`config.mk`:
```
export PLATFORM = sky130hd
export DESIGN_NAME = clip_sequencer_flat
export DESIGN_NICKNAME = d
export VERILOG_FILES = /design/src/rtl/clip_sequencer_if.sv /design/src/rtl/clip_sequencer.sv /design/src/flat_wrapper.sv
export SDC_FILE = /design/constraint.sdc
export NUM_CORES = 1
export LEC_CHECK = 0
export ABC_AREA = 0
export CAP_MARGIN = 20
export CELL_PAD_IN_SITES_DETAIL_PLACEMENT = 0
export CELL_PAD_IN_SITES_GLOBAL_PLACEMENT = 1
export CORE_AREA = 8 8 149 151
export CTS_BUF_LIST = sky130_fd_sc_hd__clkbuf_16
export DETAILED_ROUTE_END_ITERATION = 16
export DIE_AREA = 0 0 157 159
export GPL_ROUTABILITY_DRIVEN = 0
export PLACE_DENSITY = 0.66
export SETUP_SLACK_MARGIN = 0.1
export SYNTH_ARGS = -nofsm -noshare
export SYNTH_HDL_FRONTEND = slang
export SYNTH_SLANG_ARGS = --single-unit
export TNS_END_PERCENT = 50
```
`constraint.sdc`:
```
create_clock -name clock -period 10.5 [get_ports clock]
set_clock_uncertainty 0.1 [all_clocks]
set_input_delay 2.1 -clock clock [delete_from_list [all_inputs] [get_ports clock]]
set_output_delay 2.1 -clock clock [all_outputs]
set_load 0.05 [all_outputs]
```
`src/rtl/clip_sequencer_if.sv`:
```
// Enqueue handshake bundle for clip_sequencer.
// Master offers a clip index; slave signals room in the queue.
interface clip_sequencer_if #(
  parameter int IDX_W = 5
) ();
  logic             enq_valid;
  logic [IDX_W-1:0] enq_idx;
  logic             enq_ready;

  modport master (
    output enq_valid,
    output enq_idx,
    input  enq_ready
  );

  modport slave (
    input  enq_valid,
    input  enq_idx,
    output enq_ready
  );
endinterface

```
`src/rtl/clip_sequencer.sv`:
```
// Clip sequencer: queues clip indices and streams each clip's
// samples from flash to the codec on every audio strobe.
module clip_sequencer #(
  parameter int TRACK_LENGTH = 69000,
  parameter int ADDR_W       = 23,
  parameter int IDX_W        = 5,
  parameter int SEQ_DEPTH    = 4,
  parameter int SAMPLE_W     = 8,
  parameter int SKIP_IDX     = 28,
  parameter int NULL_IDX     = 31
) (
  input  logic                         clock,
  input  logic                         reset,
  clip_sequencer_if.slave              enq,
  input  logic                         start,
  input  logic                         abort,
  input  logic                         ready,
  input  logic [15:0]                  frdata,
  output logic [ADDR_W-1:0]            raddr,
  output logic                         doread,
  output logic [SAMPLE_W-1:0]          sample_out,
  output logic                         sample_valid,
  output logic                         playing,
  output logic                         done,
  output logic [$clog2(SEQ_DEPTH):0]   queue_count
);
  localparam int PW = $clog2(SEQ_DEPTH);
  localparam logic [ADDR_W-1:0] TL    = ADDR_W'(TRACK_LENGTH);
  localparam logic [IDX_W-1:0]  SKIP  = IDX_W'(SKIP_IDX);
  localparam logic [IDX_W-1:0]  NUL   = IDX_W'(NULL_IDX);
  localparam logic [PW:0]       DEPTH = (PW+1)'(SEQ_DEPTH);

  typedef enum logic [1:0] {IDLE, LOAD, PLAY, DONE} state_e;

  state_e              state_q, state_d;
  logic [IDX_W-1:0]    mem_q [SEQ_DEPTH];
  logic [PW-1:0]       wp_q, wp_d, rp_q, rp_d;
  logic [PW:0]         cnt_q, cnt_d;
  logic [ADDR_W-1:0]   raddr_q, raddr_d, end_q, end_d;
  logic [SAMPLE_W-1:0] smp_q, smp_d;
  logic                sv_q, sv_d, start_q;
  logic                push, pop, rise, empty, skip, fin;
  logic [IDX_W-1:0]    head;
  logic [ADDR_W-1:0]   base;
  logic                unused_fr;

  assign unused_fr     = ^frdata;
  assign empty         = (cnt_q == '0);
  assign head          = mem_q[rp_q];
  assign skip          = (head == SKIP);
  assign rise          = start & ~start_q;
  assign fin           = (raddr_q >= end_q);
  assign base          = ADDR_W'(head) * TL;
  assign enq.enq_ready = (cnt_q < DEPTH);
  assign push = enq.enq_valid & enq.enq_ready
              & (enq.enq_idx != NUL) & ~abort;
  assign pop  = (state_q == LOAD) & ~empty & ~abort;

  always_ff @(posedge clock) begin
    if (reset) begin
      state_q <= IDLE;
      wp_q    <= '0;
      rp_q    <= '0;
      cnt_q   <= '0;
      raddr_q <= '0;
      end_q   <= '0;
      smp_q   <= '0;
      sv_q    <= 1'b0;
      start_q <= 1'b0;
    end else begin
      state_q <= state_d;
      wp_q    <= wp_d;
      rp_q    <= rp_d;
      cnt_q   <= cnt_d;
      raddr_q <= raddr_d;
      end_q   <= end_d;
      smp_q   <= smp_d;
      sv_q    <= sv_d;
      start_q <= start;
    end
  end

  always_ff @(posedge clock) begin
    if (push) mem_q[wp_q] <= enq.enq_idx;
  end

  always_comb begin
    state_d = state_q;
    if (abort) begin
      state_d = IDLE;
    end else begin
      unique case (state_q)
        IDLE: if (rise && !empty) state_d = LOAD;
        LOAD: begin
          if (empty)      state_d = DONE;
          else if (!skip) state_d = PLAY;
        end
        PLAY: if (ready && fin) state_d = LOAD;
        DONE: state_d = IDLE;
        default: state_d = IDLE;
      endcase
    end
  end

  always_comb begin
    wp_d    = wp_q;
    rp_d    = rp_q;
    cnt_d   = cnt_q;
    raddr_d = raddr_q;
    end_d   = end_q;
    smp_d   = smp_q;
    sv_d    = 1'b0;
    if (push) wp_d = wp_q + PW'(1);
    if (pop)  rp_d = rp_q + PW'(1);
    cnt_d = cnt_q + (PW+1)'(push) - (PW+1)'(pop);
    if (pop && !skip) begin
      raddr_d = base;
      end_d   = base + TL;
    end
    if (state_q == PLAY && ready && !fin) begin
      smp_d   = frdata[15 -: SAMPLE_W];
      raddr_d = raddr_q + ADDR_W'(1);
      sv_d    = 1'b1;
    end
    if (state_q == DONE) raddr_d = '0;
    if (state_q == IDLE) smp_d = '0;
    // abort flushes everything and suppresses any strobe this cycle
    if (abort) begin
      wp_d    = '0;
      rp_d    = '0;
      cnt_d   = '0;
      raddr_d = '0;
      smp_d   = '0;
      sv_d    = 1'b0;
    end
  end

  always_comb begin
    playing    = (state_q == LOAD) || (state_q == PLAY);
    doread     = playing;
    done       = (state_q == DONE);
    sample_out = (state_q == IDLE) ? '0 : smp_q;
  end

  assign raddr        = raddr_q;
  assign sample_valid = sv_q;
  assign queue_count  = cnt_q;
endmodule

```
`src/flat_wrapper.sv`:
```
// flat-port wrapper written by rule: the top's interface ports become plain ports
module clip_sequencer_flat 
#(
  parameter int TRACK_LENGTH = 69000,
  parameter int ADDR_W       = 23,
  parameter int IDX_W        = 5,
  parameter int SEQ_DEPTH    = 4,
  parameter int SAMPLE_W     = 8,
  parameter int SKIP_IDX     = 28,
  parameter int NULL_IDX     = 31
)
  (clock, reset, start, abort, ready, frdata, raddr, doread, sample_out, sample_valid, playing, done, queue_count, enq_enq_valid, enq_enq_idx, enq_enq_ready);
  clip_sequencer_if #(.IDX_W(IDX_W)) enq_i ();
  input  logic clock;
  input  logic reset;
  input  logic start;
  input  logic abort;
  input  logic ready;
  input  logic [15:0] frdata;
  output logic [ADDR_W-1:0] raddr;
  output logic doread;
  output logic [SAMPLE_W-1:0] sample_out;
  output logic sample_valid;
  output logic playing;
  output logic done;
  output logic [$clog2(SEQ_DEPTH):0] queue_count;
  input wire logic [$bits(enq_i.enq_valid)-1:0] enq_enq_valid;
  input wire logic [$bits(enq_i.enq_idx)-1:0] enq_enq_idx;
  output wire logic [$bits(enq_i.enq_ready)-1:0] enq_enq_ready;
  assign enq_i.enq_valid = enq_enq_valid;
  assign enq_i.enq_idx = enq_enq_idx;
  assign enq_enq_ready = enq_i.enq_ready;
  clip_sequencer #(.TRACK_LENGTH(TRACK_LENGTH), .ADDR_W(ADDR_W), .IDX_W(IDX_W), .SEQ_DEPTH(SEQ_DEPTH), .SAMPLE_W(SAMPLE_W), .SKIP_IDX(SKIP_IDX), .NULL_IDX(NULL_IDX)) u_core (.clock(clock), .reset(reset), .enq(enq_i), .start(start), .abort(abort), .ready(ready), .frdata(frdata), .raddr(raddr), .doread(doread), .sample_out(sample_out), .sample_valid(sample_valid), .playing(playing), .done(done), .queue_count(queue_count));
endmodule
```
==> results.py, run 1 <==
metrics = {
    "run_status": {
        "status": "finished, final reports clean",
    },
    "clock_network": {
        "clockBufferDepth": 2,
        "cts_setup_buffers": 0,
        "cts_buffers": 9,
        "cts-resized-gates": 0,
        "ctsHoldBuffers": 0,
        "cts.sinks": 84,
        "clk_latency_ns": 0.35,
        "cts_root_buffer": "clkbuf_16",
        "clkSlewWorstSetupHoldPaths_ns": 0.06,
        "ctsHtreeMaxLevel": 3,
        "cts_tree": "built",
    },
    "yosys": {
        "yosysMostFrequentCell": "nand2_1",
        "syn_nets": 701,
        "synth_cells": 611,
        "yosysTopAreaCellShare_pct": 23.6,
        "synth_edf_count": 20,
        "yosysTopAreaCell": "dfxtp_1",
        "synthTopCellsByArea": "dfxtp_1, ha_1, edfxtp_1, nand2_1, a21oi_1",
        "ys_ff_latch": 84,
        "async_flop_share_pct": 0,
        "ys_top_cells_by_count": "nand2_1, dfxtp_1, ha_1, inv_1, a21oi_1",
        "syn_area_um2": 5430,
        "ys_types": 67,
        "ys_seq_area_share_pct": 34.7,
        "synth-warning-count": 0,
        "synth.avg_cell_area_um2": 8.88,
        "synth_ff_type": "dfxtp_1",
    },
    "route": {
        "drt_wl_total_um": 15200,
        "drtIter0Drc": 181,
        "wl_per_cell_um": 16.3,
        "drc": 0,
        "antenna_left": 0,
        "first_pass_iters": 4,
        "vias": 4678,
        "viasPerCell": 5.00,
    },
    "power": {
        "power_uw": 792,
        "leakagePower_nw": 2.27,
        "ir_drop_mv": 0.0826,
        "p_per_area_nw_per_um2": 121,
    },
    "sta": {
        "drv_slew": 0,
        "fin_setup_tns_ns": 0,
        "slew_headroom_pct": 28.1,
        "rsz0062_at_grt": "false",
        "final.period_utilization_pct": 48.3,
        "worst_slew_pin_slew_ns": 1.08,
        "fmax_mhz": 197,
        "setup_viol": 0,
        "hold_viol_final": 0,
        "min_period_ns": 5.07,
        "hold_slack_ns": 0.349,
    },
    "global_routing": {
        "grt_max_degree": 31,
        "antenna_found_initial": 1,
        "grt_usage_pct": 12.6,
        "grt.overflow.total": 0,
        "grt_pass1_wl_um": 25100,
        "grt_pass1_vias": 4809,
    },
    "critical_path": {
        "crit_chain": "clkdlybuf4s50_1, or2_2, nor2_1, buf_4, nand3_1, or4_1, o211ai_1",
        "cp_max_fo": 27,
        "slowest_delay_ns": 0.91,
        "critPathArrivalTime_ns": 5.24,
        "endpoint_kind": "register",
        "crit_type": "in -> reg",
        "start_kind": "input pin",
        "worst_ep_required_time_ns": 10.67,
        "slowest_stage": "clkdlybuf4s50_1",
    },
    "min_path": {
        "hold_path.class": "reg -> reg",
    },
    "floorplan": {
        "die_height_um": 159,
        "io_pins": 66,
        "core_um2": 19800,
        "die_x_um": 157,
        "die_area_um2": 25000,
        "initial_utilization_pct": 27.3,
        "fp-row-count": 52,
    },
    "cells_and_area": {
        "multi_input_area_um2": 3290,
        "layout.nets": 750,
        "drive_gt1_share_pct": 6.62,
        "n_fill_cell": 2072,
        "insertedDiodeCount": 0,
        "layout.area.seq_um2": 1880,
        "area_growth_pct": 20.9,
    },
    "placement": {
        "dp_hpwl_um": 11600,
        "io_buffer_count": 57,
    },
    "run": {
        "maxCapViolations": 0,
    },
}
## stage by stage
step	std cells	util (%)	area, um^2	setup WS (ns)
5_1_grt	935	33.0	6560	4.96
3_3_place_gp	918	31.6	6270	5.12
3_5_place_dp	918	31.6	6270	5.09
2_1_floorplan	611	-	5430	6.11
4_1_cts	934	33.0	6550	5.38
6_report	935	33.0	6560	5.43
## sequential cells by signal, summed over array words and instances, names as in the netlist, named ones only
register / cells
u_core.end_q: 20
u_core.mem_q: 20
u_core.queue_count: 3
u_core.raddr: 23
u_core.rp_q: 2
u_core.sample_valid: 1
u_core.smp_q: 8
u_core.start_q: 1
u_core.state_q: 2
u_core.wp_q: 2
## power by group
| part | internal, mW | total [mW] | switching [mW] |
|---|---|---|---|
| logic | 0.0615 | 0.152 | 0.0906 |
| clock network | 0.162 | 0.306 | 0.143 |
| registers | 0.333 | 0.334 | 0.00126 |
| total | 0.557 | 0.792 | 0.235 |
## worst paths after layout
kind	startpoint	endpoint	slack, ns	cells after the start
min	u_core.end_q[22]	u_core.end_q[22]	0.35	2
max	reset	u_core.raddr[14]	5.43	7
max reg2reg	register	u_core.end_q[21]	5.48	14
min reg2reg	u_core.end_q[22]	u_core.end_q[22]	0.35	2
## layout by cell type, fill, tap and decap left out, types with 6 or more instances in the layout
cell type,netlist,final
a21oi_1,38,38
o311ai_0,7,7
o21ai_0,10,10
xnor2_1,19,19
edfxtp_1,20,20
ha_1,60,60
nand3_1,25,25
o2111ai_1,9,9
and3_1,6,6
and2_1,7,7
inv_1,41,42
clkbuf_16,0,9
or3_1,16,16
nor2b_1,17,17
clkdlybuf4s50_1,0,57
a31oi_1,9,9
a211oi_1,10,10
nor3_1,9,9
nor2_1,36,36
or2_2,7,7
nand4_1,11,11
xor2_1,11,11
dfxtp_1,64,64
nand2_1,74,74
o211ai_1,6,6
## worst max-delay path, delay by kind of cell
| kind | cells | cell delay [ns] |
|---|---|---|
| compound gates | 1 | 0.09 |
| buf+inv | 2 | 1.19 |
| simple gates | 4 | 1.84 |
## cells by family (layout without fill, tap and decap cells)
family,count (synthesis),after routing,share of synthesized area [%]
simple gates,231,231,21.5
compound gates,129,129,16.6
flops,84,84,34.7
buf+inv,66,120,4.75
fa+ha+maj,63,63,14.9
xor+xnor,30,30,4.84
mux,8,8,2.68
## per-layer routing
layer | GRT usage (%) | wire (um) | share of wire (%)
met1 | 15.6 | 7150 | 47
met5 | 0 | 13 | 0.085
met3 | 3.45 | 786 | 5.2
met4 | 4.33 | 278 | 1.8
met2 | 20.5 | 7010 | 46
## cell type report
cell class	instances	share of cell area [%]
clock inverter	7	0.820
timing repair buffer	63	9.44
multi-input combinational	461	50.1
clock buffer	9	3.43
sequential	84	28.7
inverter	41	2.35
tap	270	5.15
(Power assumes the default switching activity.)
==> inputs of run 2 (changes only) <==
==> constraint.sdc (replaced) <==
create_clock -name clock -period 5 [get_ports clock]
set_clock_uncertainty 0.1 [all_clocks]
set_input_delay 1 -clock clock [delete_from_list [all_inputs] [get_ports clock]]
set_output_delay 1 -clock clock [all_outputs]
set_load 0.05 [all_outputs]
==> results.py, run 2 (same netlist as run 1, synthesis figures left out) <==
metrics = {
    "cells_and_area": {
        "largest_reg_flops": 23,
        "area_growth_pct": 22.2,
        "final_common_cell": "nand2_1",
        "final_cells": 945,
        "layout.nets": 760,
        "insertedDiodeCount": 0,
        "drive_gt1_share_pct": 8.15,
        "mostFrequentLayoutCells": "nand2_1, dfxtp_1, ha_1, clkdlybuf4s50_1, inv_1",
        "fin_util_pct": 33.4,
    },
    "floorplan": {
        "die_area_um2": 25000,
        "io_pins": 66,
        "fp-row-count": 52,
        "core_um2": 19800,
        "die_x_um": 157,
        "die_height_um": 159,
        "initial_utilization_pct": 27.3,
    },
    "run": {
        "maxCapViolations": 0,
    },
    "clock_network": {
        "cts.sinks": 84,
        "cts-resized-gates": 0,
        "clk_latency_ns": 0.35,
        "cts_setup_buffers": 0,
        "clkSlewWorstSetupHoldPaths_ns": 0.06,
        "cts_buffers": 9,
        "ctsHoldBuffers": 0,
        "ctsHtreeMaxLevel": 3,
        "clockBufferDepth": 2,
        "cts_tree": "built",
        "cts_root_buffer": "clkbuf_16",
    },
    "critical_path": {
        "slowest_stage": "mux4_2",
        "worst_ep_required_time_ns": 5.18,
        "cp_common_cell": "ha_1",
        "crit_chain": "mux4_2, inv_1, ha_1, xnor2_1, ha_1, ha_1, ha_1, nor3b_2, nor3_1, a311oi_1, nand4_1, a211oi_2, xor2_1, nand2_1, a21oi_1",
        "critPathArrivalTime_ns": 4.77,
        "cp_max_fo": 8,
        "crit_type": "reg -> reg",
        "slowest_delay_ns": 0.62,
        "endpoint_kind": "register",
        "start_kind": "register",
    },
    "global_routing": {
        "grt.overflow.total": 0,
        "grt_pass1_vias": 4742,
        "antenna_found_initial": 0,
        "grt_pass1_wl_um": 25100,
        "grt_usage_pct": 12.5,
        "grt_max_degree": 31,
    },
    "route": {
        "first_pass_iters": 4,
        "vias": 4661,
        "viasPerCell": 4.93,
        "wl_per_cell_um": 16.1,
        "drt_wl_total_um": 15200,
        "drtIter0Drc": 221,
        "drc": 0,
        "antenna_left": 0,
    },
    "run_status": {
        "status": "finished, final reports clean",
    },
    "placement": {
        "dp_hpwl_um": 11700,
        "io_buffer_count": 57,
        "place_inst": 929,
    },
    "sta": {
        "final.period_utilization_pct": 91.7,
        "fmax_mhz": 218,
        "setup_viol": 0,
        "worst_slew_pin_slew_ns": 0.686,
        "min_period_ns": 4.59,
        "fin_setup_tns_ns": 0,
        "slew_headroom_pct": 54.3,
        "rsz0062_at_grt": "false",
        "hold_viol_final": 0,
        "drv_slew": 0,
    },
    "power": {
        "ir_drop_mv": 0.173,
        "p_per_area_nw_per_um2": 252,
        "leakagePower_nw": 2.31,
    },
    "min_path": {
        "hold_path.class": "reg -> reg",
    },
}
==> run 2: metrics by stage <==
step           hold WS, ns  power, mW  setup WS [ns]  instance area, um^2
2_1_floorplan        0.328      0.955          0.613                 5430
3_3_place_gp         0.340       1.05          0.319                 6340
3_5_place_dp         0.346       1.06          0.277                 6350
5_1_grt              0.376       1.75          0.109                 6630
4_1_cts              0.356       1.69          0.187                 6630
6_report             0.355       1.67          0.414                 6630
==> run 2: final timing paths <==
path / cells after the start / slack [ns] / to / start
max: 15 / 0.41 / u_core.end_q[19] / register
min: 2 / 0.35 / u_core.end_q[14] / u_core.end_q[14]
max reg2reg: 15 / 0.41 / u_core.end_q[19] / register
min reg2reg: 2 / 0.35 / u_core.end_q[14] / u_core.end_q[14]
==> run 2: area by class of cell <==
type	instances	area [um^2]
clock buffers	9	225
clock inverters	7	50.0
fillers	2045	13200
inverters	41	154
multi-input cells	461	3290
flip-flops and latches	84	1880
well taps	270	338
repair buffers	73	691
==> run 2: where the power goes <==
part	internal, mW	switching (mW)
sequential	0.699	0.00264
clock	0.338	0.291
combinational	0.150	0.193
total	1.19	0.487
==> run 2: critical path, delay by kind of cell, from the launching register on <==
family                     cells  cell delay, ns
and+or+nand+nor                4            0.76
muxes                          1            0.62
xor gates and xnor gates       2            0.44
buffers and inverters          1            0.09
DFF                            1            0.42
AOI/OAI and AO/OA              3            0.88
adders and majority gates      4            1.21
==> run 2: routing by layer <==
layer  vias to the layer above  GRT usage, %  part of all wire (%)
met4                         0          4.15                   2.0
met1                      2206          16.2                    47
met2                        99          20.1                    46
met3                        21          3.07                   5.4
li1                       2335             -                     -
met5                         -             0                     0
==> edit 1: new RTL, settings of run 1 <==
Register the output `queue_count` once more; this adds one clock of latency there. The other outputs are not delayed to match.
--- a/src/rtl/clip_sequencer.sv
+++ b/src/rtl/clip_sequencer.sv
@@ -145,5 +145,7 @@
   assign raddr        = raddr_q;
   assign sample_valid = sv_q;
-  assign queue_count  = cnt_q;
+  always_ff @(posedge clock) begin
+    queue_count <= cnt_q;
+  end
 endmodule
 
Function: changed (Yosys sat finds a counterexample within 4 cycles, from zero or initial values and one cycle with reset high).
==> edit 1 against run 1 <==
Wire length is 0.95% lower. Utilization is 0.26 points higher. Worst setup slack worse by 84 ps. Area after synthesis is 1.9% higher. Final area is 0.80% higher. Sequential power is 3% higher. Sequential cell count is 3 higher. Total power is 3.8% higher. Final cell count is 0.21% higher.
==> edit 1: results (changes against run 1) <==
Hold path
  – Number of cells on the worst hold path: 0 (-2)
  – Hold Path Class: reg -> reg
  – Worst Hold Path EP: u_core.queue_count[0]$_DFF_P_
  – Min-delay src: u_core.cnt_q[0]$_SDFF_PP0_

Status
  – Outcome: finished clean

Global routing
  – Met3 GRT Util: 2.88% (-0.57 points)
  – Initial antenna violation count: 0 (-1)
  – Met1 usage: 15.4% (-0.22 points)
  – First-pass GRT wire length: 24,700 um (-1.6%)
  – Largest net degree at the start of global routing: 29 (-6.5%)
  – Number of global-route vias before repair: 4,670 (-2.9%)
  – All-Layer GR Usage: 12.3% (-0.27 points)
  – M2 GR Usage: 20.4% (-0.12 points)

CTS
  – Postcts setup bufs: 0 (unchanged)
  – Root Buffer: clkbuf_16
  – Clock-pin slew on the worst setup and hold paths: 70 ps
  – Clock tree buffer depth: 2 (unchanged)

Synth
  – Synth unique cells: 70 (+4.5%)
  – Fraction of registers with async set/reset: 0% (unchanged)
  – Sequential share of the synthesized area: 35.1% (+0.45 points)
  – Synth cell count leaders: 67 x dfxtp_1, 60 x ha_1, 57 x nand2_1
  – Synth top area cells: dfxtp_1 24%, ha_1 14%, edfxtp_1 11%
  – Synth Warn #: 0 (unchanged)
  – Mapped Nets: 705 (+0.57%)

Critical path
  – CP Data Arrival Time: 5290 ps (+50 ps)
  – Slowest-stage cell, CP: mux4_1
  – FF-to-FF setup slack: 5350 ps (-130 ps)
  – Family with the most delay on the worst path: adder cells
  – Critical Path Start Type: register
  – Crit Path Max Fanout: 8 (-70%)
  – Largest stage delay, worst path: 790 ps (-120 ps)
  – Critical Path Sink: u_core.end_q[19]$_SDFFE_PP0P_

Place
  – Post-DP HPWL: 11,500 um (-1.1%)
  – Cell Area, Placed: 6330 um^2 (+0.94%)

Power
  – Worst VDD drop: 0.0737 mV (-11%)
  – Pleak: 0.00238 uW (+4.7%)

Routing
  – Wirelength per Cell: 16.1 um (-1.2%)
  – Total number of vias: 4,641 (-0.79%)
  – DR iter-0 viols: 221 (+22%)
  – First-pass DRT Iterations: 4 (unchanged)

Layout
  – Layout cell share with drive strength beyond 1: 6.30% (-0.32 points)
  – Ant diodes: 0 (unchanged)
  – Nets: 752 (+0.27%)

STA
  – Worst-margin pin slew: 1040 ps (-37.4 ps)
edit 1: cell types whose count changed in the layout (fill, tap and decap cells not counted), moves of 7 or more:
cell       before  now
o21ai_0        10   28
nand2_1        74   57
nor3_1          9   21
nand3_1        25   14
and3_1          6   14
nor2_1         36   44
or3_1          16    8
o2111ai_1       9    2
o311ai_0        7    0
edit 1: routing by layer:
layer / wire length, um / vias up
li1: - / 2316
met1: 6980 / 2234
met2: 7350 / 81
met3: 598 / 10
met4: 167 / 0
met5: 0 / -
edit 1: worst register-to-register path: stages, from the launching register on:
cell and delay (ps):
dfxtp_1 500, mux4_1 790, ha_1 400, xnor2_1 250, ha_1 280, ha_1 290
ha_1 420, nor3b_4 270, o221ai_1 170, xnor2_1 560, and3_1 320, a21oi_1 140
or3_1 390, nand3_1 100, o211ai_1 80
edit 1: power by group:
group / switching, uW / leakage (uW) / internal (uW)
logic: 96.1 / 0.00152 / 66.9
clock network: 148 / 0.000139 / 165
registers: 1.10 / 0.000722 / 344
total: 246 / 0.00238 / 576
edit 1: stage by stage:
stage               total power, uW  instances  hold WS, ps  util (%)  setup slack [ps]
floorplan                       474        615          243         -              6030
global placement                515        920          258      31.8              5330
detailed placement              516        921          258      31.9              5330
CTS                             835        937          269      33.3              5300
global route                    864        937          275      33.3              4900
finish                          822        937          269      33.3              5350
edit 1: logic make-up after synthesis:
| logic type | share of synthesized area [%] |
|---|---|
| compound gates | 17.2 |
| flops | 35.1 |
| fa+ha+maj | 14.7 |
| xor+xnor | 4.12 |
| simple gates | 20.8 |
| buf+inv | 5.50 |
| mux | 2.56 |
edit 1: final cells by class:
cell class,count,area [um^2]
fillers,2057,13200
multi-input cells,459,3280
flip-flops and latches,87,1940
repair buffers,61,601
well taps,270,338
clock buffers,9,225
inverters,44,165
clock inverters,7,58.8
==> edit 2: new RTL, settings of run 1 <==
Without the edit above. `SEQ_DEPTH` is set to 4 in 2 places; all go to 2.
--- a/src/rtl/clip_sequencer.sv
+++ b/src/rtl/clip_sequencer.sv
@@ -5,5 +5,5 @@
   parameter int ADDR_W       = 23,
   parameter int IDX_W        = 5,
-  parameter int SEQ_DEPTH    = 4,
+  parameter int SEQ_DEPTH    = 2,
   parameter int SAMPLE_W     = 8,
   parameter int SKIP_IDX     = 28,
--- a/src/flat_wrapper.sv
+++ b/src/flat_wrapper.sv
@@ -5,5 +5,5 @@
   parameter int ADDR_W       = 23,
   parameter int IDX_W        = 5,
-  parameter int SEQ_DEPTH    = 4,
+  parameter int SEQ_DEPTH    = 2,
   parameter int SAMPLE_W     = 8,
   parameter int SKIP_IDX     = 28,
Interface: changed (resized queue_count); port bits go from 66 to 65. No check against the original RTL was run, so the function may have changed too.
==> edit 2 against run 1 <==
Count of clock-buffer cells in the layout stayed put. Worst setup slack better by 210 ps. Total power is 8.6% lower. Area after synthesis is 7.2% lower. Sequential cell count is 14 lower. Wire length is 7.5% lower. Final area is 6.5% lower. Maximum frequency is 4.3% higher. Utilization is 2.2 points lower. Critical path type is now reg -> reg. Critical endpoint is now u_core.end_q[21]$_SDFFE_PP0P_. Largest cell class unchanged. Largest power group is now the clock network.
==> edit 2: results (changes against run 1) <==
Layout
  – Layout cell share with drive strength beyond 1: 6.94% (+0.33 points)
  – Nets: 728 (-2.9%)
  – Filler Cells Inserted: 2,098 (+1.3%)

Routing
  – Total number of vias: 4,398 (-6.0%)
  – First-pass DRT Iterations: 5 (+1)
  – Final wirelength: 14,100 um (-7.5%)
  – DR vias/cell: 4.79 (-4.2%)
  – DR iter-0 viols: 186 (+2.8%)

Critical path
  – Largest stage delay, worst path: 540 ps (-370 ps)
  – Crit Path Max Fanout: 10 (-63%)
  – Slowest-stage cell, CP: dfxtp_1

Synth
  – Synth unique cells: 76 (+13%)
  – Synth cell count leaders: 60 x dfxtp_1, 58 x nand2_1, 56 x ha_1
  – Number of synthesized flops with an enable pin: 10 (-50%)
  – Mapped Nets: 681 (-2.9%)
  – Syn_area_per_cell: 8.45 um^2 (-4.8%)
  – Sequential share of the synthesized area: 29.8% (-4.9 points)
  – Synth top area cells: dfxtp_1 24%, ha_1 14%, edfxtp_1 6.0%

Global routing
  – Largest net degree at the start of global routing: 28 (-9.7%)
  – All-Layer GR Usage: 11.7% (-0.91 points)
  – M2 GR Usage: 18.9% (-1.7 points)
  – Met3 GRT Util: 2.42% (-1.0 points)
  – Met1 usage: 15.2% (-0.44 points)
  – First-pass GRT wire length: 23,400 um (-7.0%)
  – Initial antenna violation count: 0 (-1)

Power
  – Worst VDD drop: 0.0540 mV (-35%)

Place
  – Cell Area, Placed: 5850 um^2 (-6.6%)
  – Placed cells: 902 (-1.7%)
  – Post-DP HPWL: 10,900 um (-6.2%)
  – Worst setup slack after placement: 5670 ps (+580 ps)

Status
  – Outcome: finished clean

STA
  – Max_slew headroom: 25.2% (-2.9 points)
[edit 2: changes by cell type in the layout (fill, tap and decap cells not counted), sizes merged, moves of 8 or more]
cell,change
a211oi,+11
edfxtp,-10
o2111ai,-8
a21oi,+9
o21ai,+17
nor3,+12
nand2,-18
xnor2,-9
[edit 2: final timing paths]
kind	slack (ps)	end	startpoint	cells after the start
max	5640	u_core.end_q[21]$_SDFFE_PP0P_	register	14
min reg2reg	350	u_core.smp_q[3]$_SDFFE_PP0P_	u_core.smp_q[3]$_SDFFE_PP0P_	2
max reg2reg	5640	u_core.end_q[21]$_SDFFE_PP0P_	register	14
min	350	u_core.smp_q[3]$_SDFFE_PP0P_	u_core.smp_q[3]$_SDFFE_PP0P_	2
[edit 2: cells by family after synthesis]
group                    Yosys count  synth area share (%)
XOR/XNOR                          20                  4.00
buffers and inverters             71                  5.79
adder cells (fa/ha/maj)           58                  14.7
AO/OA/AOI/OAI                    155                  21.5
flip-flops                        70                  29.8
AND/OR/NAND/NOR                  216                  22.4
multiplexers                       6                  1.84
[edit 2: area by class of cell]
cell class,instances,area [um^2],area share [%]
clock buffer,9,225,3.67
inverter,47,179,2.92
sequential,70,1500,24.5
multi-input combinational,455,3250,52.9
clock inverter,7,50.0,0.816
tap,270,338,5.51
timing repair buffer,60,591,9.63
[edit 2: metal layers]
metal | part of all wire (%) | routed length, um | up-vias
met3 | 3.8 | 535 | 14
met4 | 1.7 | 246 | 0
met2 | 47 | 6600 | 58
li1 | - | - | 2266
met1 | 48 | 6710 | 2060
met5 | 0 | 0 | -
[edit 2: power breakdown]
part           switching, uW  internal, uW  leakage (uW)
sequential             0.897           274      0.000575
combinational            101          64.1       0.00145
clock                    124           160      0.000129
total                    226           498       0.00216
